**config.mk**
```make
export PLATFORM = sky130hd
export DESIGN_NAME = mult_seq_8bits
export DESIGN_NICKNAME = d
export VERILOG_FILES = /design/src/rtl/mult_seq_8bits_pkg.sv /design/src/rtl/somadorde8bits.sv /design/src/rtl/mult_seq_8bits.sv
export SDC_FILE = /design/constraint.sdc
export NUM_CORES = 1
export LEC_CHECK = 0
export BUFFER_PORTS_ARGS = -buffer_cell sky130_fd_sc_hd__buf_2
export CAP_MARGIN = 10
export CORE_MARGIN = 2
export CORE_UTILIZATION = 35
export CTS_BUF_LIST = sky130_fd_sc_hd__clkbuf_8 sky130_fd_sc_hd__clkbuf_16
export DETAILED_ROUTE_END_ITERATION = 6
export PLACE_DENSITY = 0.59
export SETUP_SLACK_MARGIN = 0.5
export SLEW_MARGIN = 15
export SYNTH_ARGS = -nofsm -noshare
export SYNTH_HDL_FRONTEND = slang
export SYNTH_SLANG_ARGS = --single-unit
```
**constraint.sdc**
```tcl
create_clock -name clk -period 6.4 [get_ports clk]
set_clock_uncertainty 0.15 [all_clocks]
set_input_delay 0.64 -clock clk [delete_from_list [all_inputs] [get_ports clk]]
set_output_delay 0.64 -clock clk [all_outputs]
set_load 0.02 [all_outputs]
```
**src/rtl/mult_seq_8bits_pkg.sv**
```systemverilog
// Shared constants and state encoding for the sequential 8x8 multiplier.
// Holds the operand width, the iteration count and the FSM state encodings.
package mult_seq_8bits_pkg;

    localparam int WIDTH_DEF = 8;
    localparam int N_ITER    = 8;
    localparam int CNT_W     = 3;

    typedef enum logic [1:0] {
        ST_IDLE = 2'd0,
        ST_CALC = 2'd1,
        ST_DONE = 2'd2
    } state_t;

endpackage

```
**src/rtl/somadorde8bits.sv**
```systemverilog
// 8-bit ripple-carry adder: sum, carry-out and two's-complement overflow flag.
module somadorde8bits (
    input  logic [7:0] A,
    input  logic [7:0] B,
    output logic [7:0] S,
    output logic       Cout,
    output logic       OV
);

    logic [8:0] w_c;

    assign w_c[0] = 1'b0;

    generate
        for (genvar gi = 0; gi < 8; gi++) begin : g_fa
            assign S[gi]     = A[gi] ^ B[gi] ^ w_c[gi];
            assign w_c[gi+1] = (A[gi] & B[gi]) | (w_c[gi] & (A[gi] ^ B[gi]));
        end
    endgenerate

    assign Cout = w_c[8];
    assign OV   = w_c[8] ^ w_c[7];

endmodule

```
**src/rtl/mult_seq_8bits.sv**
```systemverilog
// Sequential shift-and-add 8x8 unsigned multiplier with start/busy/done handshake.
// One add/shift per clock through the ripple adder; P and ov update only on completion.
module mult_seq_8bits
    import mult_seq_8bits_pkg::*;
#(
    parameter int WIDTH = WIDTH_DEF
) (
    input  logic                 clk,
    input  logic                 rst,
    input  logic                 start,
    input  logic [WIDTH-1:0]     A,
    input  logic [WIDTH-1:0]     B,
    output logic                 busy,
    output logic                 done,
    output logic [2*WIDTH-1:0]   P,
    output logic                 ov
);

    state_t               r_state, w_state_next;
    logic [WIDTH-1:0]     r_m, w_m_next;
    logic [WIDTH-1:0]     r_q, w_q_next;
    logic [WIDTH-1:0]     r_acc, w_acc_next;
    logic [CNT_W-1:0]     r_cnt, w_cnt_next;
    logic [2*WIDTH-1:0]   r_p, w_p_next;
    logic                 r_ov, w_ov_next;
    logic                 r_done, w_done_next;

    logic [WIDTH-1:0]     w_sum;
    logic                 w_cout;
    logic                 w_unused_ov;
    logic [WIDTH:0]       w_add_hi;
    logic [2*WIDTH:0]     w_triple;
    logic [WIDTH-1:0]     w_acc_shift;
    logic [WIDTH-1:0]     w_q_shift;

    somadorde8bits u_adder (
        .A    (r_acc),
        .B    (r_m),
        .S    (w_sum),
        .Cout (w_cout),
        .OV   (w_unused_ov)
    );

    // The adder carry becomes bit 16 of the pre-shift value, so no product bit is lost.
    assign w_add_hi    = r_q[0] ? {w_cout, w_sum} : {1'b0, r_acc};
    assign w_triple    = {w_add_hi, r_q};
    assign w_acc_shift = w_triple[2*WIDTH:WIDTH+1];
    assign w_q_shift   = w_triple[WIDTH:1];

    always_ff @(posedge clk or posedge rst) begin
        if (rst) begin
            r_state <= ST_IDLE;
            r_m     <= '0;
            r_q     <= '0;
            r_acc   <= '0;
            r_cnt   <= '0;
            r_p     <= '0;
            r_ov    <= 1'b0;
            r_done  <= 1'b0;
        end else begin
            r_state <= w_state_next;
            r_m     <= w_m_next;
            r_q     <= w_q_next;
            r_acc   <= w_acc_next;
            r_cnt   <= w_cnt_next;
            r_p     <= w_p_next;
            r_ov    <= w_ov_next;
            r_done  <= w_done_next;
        end
    end

    always_comb begin
        w_state_next = r_state;
        w_m_next     = r_m;
        w_q_next     = r_q;
        w_acc_next   = r_acc;
        w_cnt_next   = r_cnt;
        w_p_next     = r_p;
        w_ov_next    = r_ov;
        w_done_next  = 1'b0;

        case (r_state)
            ST_IDLE, ST_DONE: begin
                // A start in DONE is accepted directly, giving a 9-cycle result cadence.
                if (start) begin
                    w_m_next     = A;
                    w_q_next     = B;
                    w_acc_next   = '0;
                    w_cnt_next   = '0;
                    w_state_next = ST_CALC;
                end else begin
                    w_state_next = ST_IDLE;
                end
            end
            ST_CALC: begin
                w_acc_next = w_acc_shift;
                w_q_next   = w_q_shift;
                w_cnt_next = r_cnt + 1'b1;
                if (r_cnt == CNT_W'(N_ITER - 1)) begin
                    w_p_next     = {w_acc_shift, w_q_shift};
                    w_ov_next    = |w_acc_shift;
                    w_done_next  = 1'b1;
                    w_state_next = ST_DONE;
                end
            end
            default: begin
                w_state_next = ST_IDLE;
            end
        endcase
    end

    assign busy = (r_state == ST_CALC);
    assign done = r_done;
    assign P    = r_p;
    assign ov   = r_ov;

endmodule

```
Word-level counts from Yosys, hierarchy flattened

Index checks and enable logic that the tools add are counted.

Register bits after elaboration: 47
Input bits: 19
Output and inout port bits: 19
Logic and storage cells: 70

Add/subtract/negate cells: 1
Equality and inequality tests: 5
Muxes and demuxes: 12
Bitwise operators: 37
Reductions and logical operators: 7

Operators by type and width:

| operator                                              | number |
|---|---|
| case mux 8 bit (2 select lines)                       | 2 |
| 2-to-1 mux 8 bit                                      | 2 |
| AND 1 bit                                             | 15 |
| XOR 1 bit                                             | 15 |
| 2-to-1 mux 9 bit                                      | 1 |
| OR reduction 8 bit                                    | 1 |
| bitwise OR 1 bit                                      | 7 |
| case mux 3 bit (2 select lines)                       | 1 |
| AND reduction 2 bit                                   | 3 |
| case mux 2 bit (2 select lines)                       | 1 |
| adder 3 x 1 -> 3 bit, second input constant           | 1 |
| equality test 3 bit, second input constant            | 1 |
| 2-to-1 mux 1 bit                                      | 3 |
| 2-to-1 mux 3 bit                                      | 1 |
| equality test 2 x 1 -> 1 bit, second input constant   | 1 |
| equality test 2 bit, second input constant            | 1 |
| logical NOT 2 bit                                     | 1 |
| 2-to-1 mux 2 bit                                      | 1 |
| inequality test 2 x 1 -> 1 bit, second input constant | 1 |
| inequality test 2 bit, second input constant          | 1 |
| nonzero test 2 bit                                    | 1 |
| OR reduction 2 bit                                    | 1 |

Longest topological paths before layout

Word-level depth: 17
Depth in mapped cells: 16

Modules after synthesis

Synthesis repeated with hierarchy kept, for this count alone.

Cells, all modules: 169
Area total of the unflattened synthesis: 2,130.8 um^2

Modules (own cells, without submodules):

| module         | instances | cells each | area an instance (um^2) | seq. area each (um^2) |
|---|---|---|---|---|
| mult_seq_8bits | 1         | 150        | 1,931.9                 | 1,176.1 |
| somadorde8bits | 1         | 19         | 198.9                   | 0.0 |

Least setup slack after synthesis

No wires, ideal clock.

Kind: register -> register
Start: register r_m[0]
End: register r_ov, in the netlist ov
Data arrival time: 3.515 ns
Required time: 6.120 ns
Setup slack: 2.605 ns
Cell stages (with the launch flop): 17
Period minus slack after synthesis: 3.795 ns
Cell sequence: dfrtp_1 > ha_1 > inv_1 > fa_1 > inv_1 > fa_1 > fa_1 > fa_1 > fa_1 > inv_1 > fa_1 > inv_1 > fa_1 > nor4b_1 > a21oi_1 > a21oi_1 > o21ai_1

Word-level cells in the longest chain between the ends: 17

RTL lines:

| what                   | line                  | text |
|---|---|---|
| start, declared        | mult_seq_8bits.sv:20  | `logic [WIDTH-1:0] r_m, w_m_next;` |
| start signal, assigned | mult_seq_8bits.sv:62  | `r_m <= w_m_next;` |
| AND 1 bit *            | somadorde8bits.sv:17  | `assign w_c[gi+1] = (A[gi] & B[gi]) \| (w_c[gi] & (A[gi] ^ B[gi]));` |
| AND 1 bit              | somadorde8bits.sv:17  |  |
| bitwise OR 1 bit       | somadorde8bits.sv:17  |  |
| AND 1 bit              | somadorde8bits.sv:17  |  |
| bitwise OR 1 bit       | somadorde8bits.sv:17  |  |
| AND 1 bit              | somadorde8bits.sv:17  |  |
| bitwise OR 1 bit       | somadorde8bits.sv:17  |  |
| AND 1 bit              | somadorde8bits.sv:17  |  |
| bitwise OR 1 bit       | somadorde8bits.sv:17  |  |
| AND 1 bit              | somadorde8bits.sv:17  |  |
| bitwise OR 1 bit       | somadorde8bits.sv:17  |  |
| AND 1 bit              | somadorde8bits.sv:17  |  |
| bitwise OR 1 bit       | somadorde8bits.sv:17  |  |
| AND 1 bit              | somadorde8bits.sv:17  |  |
| bitwise OR 1 bit       | somadorde8bits.sv:17  |  |
| 2-to-1 mux 9 bit *     | mult_seq_8bits.sv:45  | `assign w_add_hi = r_q[0] ? {w_cout, w_sum} : {1'b0, r_acc};` |
| OR reduction 8 bit *   | mult_seq_8bits.sv:101 | `w_ov_next = \|w_acc_shift;` |
| end signal, assigned   | mult_seq_8bits.sv:67  | `r_ov <= w_ov_next;` |
| end, declared          | mult_seq_8bits.sv:25  | `logic r_ov, w_ov_next;` |

Every way passes the cells marked *; elsewhere a longest branch is shown, timed or not.
A chain may end at the register's enable or synchronous reset.

Worst setup path in the final report

Same ends and word-level chain as after synthesis.

==> results.toml <==
[power]
p_leak_uw = 0.00117
ir_drop_uv = 131
p_per_area_nw_per_um2 = 556

[yosys]
syn_nets = 224
yosys.area.top_type = "dfrtp_1"
avgSynthCellArea_um2 = 10.6
synth_ff_type = "dfrtp_1"
synth-edff-count = 0
yosysSeqAreaShare = 0.569
yosys-top-cells-area = "dfrtp_1 57%, nand2_1 8.2%, fa_1 6.8%, o21ai_0 5.1%, mux2_2 3.8%"
yosysWarnings = 0
synth_top_area_share = 0.569
syn_inst = 195
syn-cell-area_um2 = 2070
yosysUniqueCellTypes = 27
synth-seq-cells = 47
synthArstFlopShare = 1.00

[sta]
rsz0062_at_grt = "no"
finalMaxSlewViolations = 0
fin_tns_setup_ns = 0
fmax_mhz = 247
min_period_over_period = 0.632
worstMarginPinSlew_ns = 0.974
max-slew-margin-rel = 0.350
setup_ws_ns = 2.35
finalHoldViolCount = 0
min_period_ns = 4.05
setup_viol = 0

[cts]
cts_buffers = 5
post_cts_buffers = 0
clockRootBuffer = "clkbuf_8"
htreeDepth = 2
clock_latency_ns = 0.30
cts_tree = "done"
cts_resized = 0
cts_hold_buffers = 0
cts_sinks = 47
path_clk_slew_ns = 0.08
ctsLongestPathBuffers = 2

[floorplanning]
die_x_um = 80.9
die_area_um2 = 6540
rows = 27
io-pin-count = 38
coreArea_um2 = 5610
start_util = 0.369
chipHeight_um = 80.9

[global_route]
overflow = 0
grt_max_degree = 48
grt_use_total = 0.134
grt_pass1_wl_mm = 6.62
antenna_found_initial = 0
grt_pass1_vias = 1392

[placed_design]
pre_cts_slack_ns = 2.39
portBuffers = 37
gp_congestion = 0.868
dp_hpwl_mm = 2.86
placedCellCount = 296
place_area_um2 = 2300

[setup_path]
cp_slowest_cell = "fa_1"
criticalPathCategory = "flop to flop"
worstPathArrival_ns = 4.07
r2r_cells = 16
rrSetupSlack_ns = 2.35
cp_common_cell = "fa_1"
cp-start-kind = "flop"
required_ns = 6.42
r2r_end = "ov$_DFFE_PP0P_"
r2r-start = "r_m[0]$_DFFE_PP0P_"
path_max_fanout = 2
slowest_delay_ns = 0.45
path_cells = "ha_1 -> inv_1 -> fa_1 -> inv_1 -> fa_1 -> fa_1 -> fa_1 -> fa_1 -> inv_1 -> fa_1 -> inv_1 -> fa_1 -> nor4b_1 -> a21oi_1 -> a21oi_1 -> o21ai_1"
end_kind = "flop"

[detailed_routing]
ant_nets = 0
wl_per_cell_um = 12.9
viasPerCell = 4.71
drc = 0
vias = 1431
routed_wl_mm = 3.91
firstDrtPassIters = 4
drtIter0Drc = 62

[worst_hold_path]
min_to = "P[12]$_DFFE_PP0P_"
holdCritPathClass = "flop to flop"
hold_depth = 2
holdCritStartpoint = "P[12]$_DFFE_PP0P_"

[finish]
final_area_um2 = 2410
layout.nets = 260
instances_no_fill = 304
num_antenna_cells = 0
syn_to_final_growth_pct = 16.4
final_common_cell = "dfrtp_1"
layout-drive-gt1-share = 0.250
layout_common_cells = "47 x dfrtp_1, 45 x nand2_1, 37 x buf_2"
nFillCells = 595

[flow_run]
maxCapViolCount = 0

[status]
status = "completed"
-- layer usage --
| metal | vias to the layer above | GRT usage | share of wire |
|---|---|---|---|
| met5 | - | 0 | 0 |
| met4 | 0 | 0.0508 | 0.010 |
| met3 | 2 | 0.0411 | 0.047 |
| met2 | 24 | 0.201 | 0.46 |
| met1 | 686 | 0.184 | 0.48 |
| li1 | 719 | - | - |
-- area by class of cell --
cell class / instances / area [µm²] / area share
Sequential cell: 47 / 1180 / 0.489
Tap cell: 72 / 90.1 / 0.0374
Clock buffer: 7 / 96.3 / 0.0400
Inverter: 12 / 45.0 / 0.0187
Multi-Input combinational cell: 128 / 806 / 0.335
Timing Repair Buffer: 37 / 185 / 0.0770
Clock inverter: 1 / 7.51 / 0.00312
-- through the flow --
| stage | hold WS, ns | util | total power, µW |
|---|---|---|---|
| 3_3_place_gp | 0.309 | 0.411 | 1150 |
| 3_5_place_dp | 0.315 | 0.411 | 1160 |
| 6_report | 0.327 | 0.429 | 1340 |
| 2_1_floorplan | 0.302 | - | 990 |
| 4_1_cts | 0.335 | 0.429 | 1360 |
| 5_1_grt | 0.353 | 0.429 | 1480 |
-- state kept, by name, summed over array words and instances, names as in the netlist --
signal / count
r_q: 8
done: 1
P: 16
ov: 1
r_acc: 8
r_m: 8
r_state: 2
r_cnt: 3
-- critical path: cells and delay by family, from the launching register on --
family,cells,cell delay [ns]
fa+ha+maj,8,2.48
flops,1,0.39
simple gates,1,0.34
compound gates,3,0.32
buf+inv,4,0.24
-- synth_stat cells, types with 2 or more instances --
cell      number
buf_2          5
nor2_1        13
fa_1           7
ha_1           3
nand2b_1       2
a21oi_1        2
a22o_1         2
o22ai_1        7
nand2_1       45
nand2_2        2
o21ai_0       21
mux2i_1        6
mux2_2         7
inv_2          2
dfrtp_1       47
o21ai_1        2
clkbuf_1       2
inv_1         10
a31oi_1        2
-- worst max-delay path by stage --
stage	cells past startpoint	start	to	slack [ns]
after floorplan	16	r_m[0]$_DFFE_PP0P_	ov$_DFFE_PP0P_	2.61
after global placement	16	r_m[0]$_DFFE_PP0P_	ov$_DFFE_PP0P_	2.49
after detailed placement	16	r_m[0]$_DFFE_PP0P_	ov$_DFFE_PP0P_	2.39
after CTS	16	r_m[0]$_DFFE_PP0P_	ov$_DFFE_PP0P_	2.36
after global routing	16	r_m[0]$_DFFE_PP0P_	ov$_DFFE_PP0P_	2.19
final	16	r_m[0]$_DFFE_PP0P_	ov$_DFFE_PP0P_	2.35
-- power breakdown --
part           leakage, µW  switching (µW)  internal (µW)
logic             0.000552             357            241
clock network    0.0000505            96.1           98.3
registers         0.000562             106            441
total              0.00117             559            780
-- kinds of logic (layout without fill, tap and decap cells) --
logic type,after synthesis,after routing,share of synthesized area
and+or+nand+nor,68,68,0.137
DFF,47,47,0.569
AOI/OAI and AO/OA,37,37,0.0999
buffers and inverters,20,57,0.0412
muxes,13,13,0.0672
adders and majority gates,10,10,0.0860
No activity file was read; power rests on OpenSTA's default activity.
